**src/rtl/multi_sel_seq.sv**
```systemverilog
// rtl/multi_sel_seq.sv - sequential shift-and-add constant multiplier, one product per coefficient per sample
module multi_sel_seq #(
    parameter int DW       = 8,
    parameter int NUM_COEF = 4,
    parameter int COEF_W   = 4,
    parameter logic [NUM_COEF*COEF_W-1:0] COEF = 16'h8731,
    localparam int IDX_W   = $clog2(NUM_COEF)
) (
    input  logic                 clk,
    input  logic                 rst,
    input  logic [DW-1:0]        d,
    input  logic                 in_valid,
    output logic                 in_ready,
    output logic                 input_grant,
    output logic [DW+COEF_W-1:0] out,
    output logic                 out_valid,
    output logic [IDX_W-1:0]     out_idx,
    input  logic                 out_ready
);

    localparam int PW = DW + COEF_W;
    localparam logic [IDX_W-1:0] LAST_STEP = IDX_W'(NUM_COEF - 1);

    typedef enum logic {IDLE, RUN} state_t;

    state_t             r_state;
    logic [IDX_W-1:0]   r_step;
    logic [DW-1:0]      r_d;
    logic [PW-1:0]      r_out;
    logic               r_out_valid;
    logic [IDX_W-1:0]   r_out_idx;
    logic               r_grant;

    logic               w_issue;
    logic               w_last;
    logic               w_capture;
    logic [COEF_W-1:0]  w_coef;
    logic [PW-1:0]      w_prod;
    logic [COEF_W-1:0]  w_coef_tbl [NUM_COEF];

    for (genvar k = 0; k < NUM_COEF; k++) begin : g_coef
        assign w_coef_tbl[k] = COEF[k*COEF_W +: COEF_W];
    end

    assign w_issue   = (r_state == RUN) && (!r_out_valid || out_ready);
    assign w_last    = (r_step == LAST_STEP);
    assign in_ready  = (r_state == IDLE) || (w_issue && w_last);
    assign w_capture = in_valid && in_ready;
    assign w_coef    = w_coef_tbl[r_step];

    // Product of the held sample and the current coefficient, one shifted copy per set bit
    always_comb begin
        w_prod = '0;
        for (int j = 0; j < COEF_W; j++) begin
            if (w_coef[j]) begin
                w_prod = w_prod + (PW'(r_d) << j);
            end
        end
    end

    always_ff @(posedge clk or posedge rst) begin
        if (rst) begin
            r_state     <= IDLE;
            r_step      <= '0;
            r_d         <= '0;
            r_out       <= '0;
            r_out_valid <= 1'b0;
            r_out_idx   <= '0;
            r_grant     <= 1'b0;
        end else begin
            r_grant <= w_capture;

            if (w_issue) begin
                r_out       <= w_prod;
                r_out_idx   <= r_step;
                r_out_valid <= 1'b1;
            end else if (out_ready) begin
                r_out_valid <= 1'b0;
            end

            // A capture on the final issue cycle reloads d while w_prod still uses the old sample
            if (w_capture) begin
                r_d     <= d;
                r_step  <= '0;
                r_state <= RUN;
            end else if (w_issue) begin
                if (!w_last) begin
                    r_step <= r_step + 1'b1;
                end else begin
                    r_state <= IDLE;
                end
            end
        end
    end

    assign out         = r_out;
    assign out_valid   = r_out_valid;
    assign out_idx     = r_out_idx;
    assign input_grant = r_grant;

endmodule

```
**config.mk**
```make
export PLATFORM = sky130hd
export DESIGN_NAME = multi_sel_seq
export DESIGN_NICKNAME = d
export VERILOG_FILES = /design/src/rtl/multi_sel_seq.sv
export SDC_FILE = /design/constraint.sdc
export NUM_CORES = 1
export LEC_CHECK = 0
export CAP_MARGIN = 0
export CORE_UTILIZATION = 51
export DETAILED_ROUTE_END_ITERATION = 10
export GPL_TIMING_DRIVEN = 0
export PLACE_DENSITY_LB_ADDON = 0.15
export SKIP_LAST_GASP = 1
export SYNTH_ARGS = -nofsm -noshare
export SYNTH_HDL_FRONTEND = slang
export SYNTH_SLANG_ARGS = --single-unit
```
**constraint.sdc**
```tcl
create_clock -name clk -period 4.9 [get_ports clk]
set_clock_uncertainty 0.1 [all_clocks]
set_input_delay 0.98 -clock clk [delete_from_list [all_inputs] [get_ports clk]]
set_output_delay 0.98 -clock clk [all_outputs]
set_load 0.1 [all_outputs]
```
==> results.ini <==
[synth]
ys_ff_latch = 27
syn_area_mm2 = 0.002337
synth_top_area_share_pct = 28.91
syn_nets = 303
synth-async-reset-ratio_pct = 100.0
synth-edff-count = 0
synth_cells = 260
synth_area_per_cell_um2 = 8.989
ys_types = 44
ys_seq_area_share_pct = 28.91
synth_area_leader_cell = dfrtp_1
yosysWarningCount = 0
synthFlopType = dfrtp_1
ys_top_cells_by_area = dfrtp_1 (29%), ha_1 (15%), nand2_1 (4.5%), mux2_2 (4.3%), xor2_1 (4.1%)

[global_routing]
grt_pass1_vias = 1945
grt_usage_pct = 22.78
grt_max_degree = 28
grt_pass1_wl_mm = 8.907
antenna_found_initial = 0
grt_overflow_total = 0

[critical_path]
crit_family = adder cells
crit_chain = ha_4 -> clkbuf_8 -> nor2b_2 -> ha_1 -> a211oi_2 -> nor2_1 -> maj3_2 -> a21oi_1 -> xor2_1 -> o21ai_0 -> ha_1 -> nand2_1 -> or3_1 -> mux2i_1 -> nor2_1 -> o311ai_1 -> ha_1 -> a21oi_2 -> o21ai_2 -> xnor2_1 -> nor2_1 -> a221o_1
crit_slowest_cell = dfrtp_1
path_class = register to register
max_stage_delay_ns = 0.44
worstPathRequired_ns = 4.96
cp.buffers_inverters = 1
endpoint_kind = register
crit_fanout = 10
arrival_ns = 4.81
cp-start-kind = register

[clock_network]
htreeDepth = 1
cts_num_sinks = 27
numCtsBuffers = 3
cts_tree = yes
cts-root-buf = clkbuf_8
cts.clk_slew.worst_paths_ns = 0.09
ctsLongestPathBuffers = 2
clock_latency_ns = 0.28

[timing]
fin_crit_ns = 4.751
rsz0062_at_grt = yes
fin_crit_sh_pct = 96.96
hold_violations = 0
setup_slack_ns = 0.1489
tns_ns = 0
setup_viol = 0
slew_headroom_pct = 31.05
fmax_ghz = 0.2105
slew_viol_final = 0
hold_ws_ns = 0.3816
worst_pin_slew_ns = 1.033

[flow_run]
cap_violations = 0

[placed_design]
pre_cts_ws_ns = -0.6271
io_buffers = 28
dp_hpwl_mm = 3.917
gp_congestion = 0.8705

[layout]
n_antenna_cell = 0
syn2layout_area_growth_pct = 23.88
layout_commonest_cell = clkdlybuf4s50_1
final_cell_mix = clkdlybuf4s50_1 (28), nand2_1 (27), dfrtp_1 (27)
drive_gt1_share_pct = 16.89
finalNetCount = 346
final_core_util_pct = 66.04

[route]
drt-initial-drc-count = 97
post_drt_via_cell_ratio = 5.695
firstDrtPassIters = 4
post_drt_wl_per_cell_um = 14.97
finalWirelength_mm = 5.299
vias = 2016
drc = 0
antenna_left = 0

[die]
fp.dieArea_mm2 = 0.004857
start_util_pct = 53.31
std_cell_rows = 24
die_x_um = 69.70
die_h_um = 69.70
core_mm2 = 0.004384
pin_count = 29

[status]
status = completed

[min_path]
hp-class = register to register

==> sequential cells by signal, summed over array words and instances (netlist names) <==
name and count:
input_grant 1, out 12, r_step 2, r_d 8, out_valid 1, out_idx 2
r_state 1
==> synthesized netlist by cell type (3+ instances only) <==
| cell | count |
|---|---|
| nand2_1 | 28 |
| mux2_2 | 9 |
| fa_1 | 3 |
| a21o_1 | 4 |
| nand3_1 | 4 |
| nor2_1 | 18 |
| inv_1 | 12 |
| dfrtp_1 | 27 |
| clkbuf_1 | 7 |
| and2_1 | 5 |
| xor2_1 | 11 |
| a221o_1 | 5 |
| nand2b_1 | 5 |
| o21ai_0 | 18 |
| a21oi_1 | 18 |
| a31oi_1 | 5 |
| ha_1 | 28 |
| o211ai_1 | 4 |
| nor2b_1 | 7 |
| xnor2_1 | 5 |
| or3_1 | 4 |
| mux2i_1 | 4 |
| nor3b_1 | 4 |
==> stage by stage <==
step	cell area, um^2	instances
2_1_floorplan	2337	260
3_3_place_gp	2683	340
3_5_place_dp	2683	340
4_1_cts	2795	348
5_1_grt	2895	354
6_report	2895	354
==> final timing paths <==
check | start | endpoint | slack [ns] | cells after the start
max | r_step[1] | out[9] | 0.15 | 22
max in group asynchronous | rst | out[10] | 2.93 | 2
min | out_idx[1] | out_idx[1] | 0.38 | 2
max reg2reg | r_step[1] | out[9] | 0.15 | 22
min reg2reg | out_idx[1] | out_idx[1] | 0.38 | 2
min in group asynchronous | rst | out[3] | 1.14 | 2
==> cells by family after synthesis <==
kind of cell	share of synthesized area, %
mux	6.049
compound gates	20.72
xor+xnor	5.996
flops	28.91
simple gates	17.02
fa+ha+maj	18.04
buf+inv	3.265
==> worst min-delay path, stage by stage, from the launching register on <==
cell and delay (ns):
dfrtp_1 0.35, nand2_1 0.05, nand2_1 0.06
==> routing by layer <==
metal / wire length (um) / track usage (%) / share of wire, % / up-vias
li1: - / - / - / 1024
met1: 2602 / 30.35 / 49 / 962
met2: 2554 / 40.56 / 48 / 26
met3: 118 / 2.616 / 2.2 / 4
met4: 23 / 3.333 / 0.43 / 0
met5: 0 / 0 / 0 / -
==> area by class of cell <==
| cell class | instances | area, um^2 |
|---|---|---|
| multi-input cells | 213 | 1664 |
| fillers | 383 | 1489 |
| flip-flops and latches | 27 | 675.6 |
| repair buffers | 38 | 355.3 |
| well taps | 52 | 65.06 |
| inverters | 12 | 45.04 |
| plain buffers | 8 | 43.79 |
| clock buffers | 3 | 41.29 |
| clock inverters | 1 | 5.005 |
==> repair_timing <==
item                       4_1_cts  5_1_grt
pin swaps                        3       14
hold buffers                     0        0
resized for setup               12       25
buffers inserted                 4        6
setup endpoints to repair        6        5
Power is not shown: default switching activity piles up to over one toggle a cycle in this logic, so the estimate is an artifact.
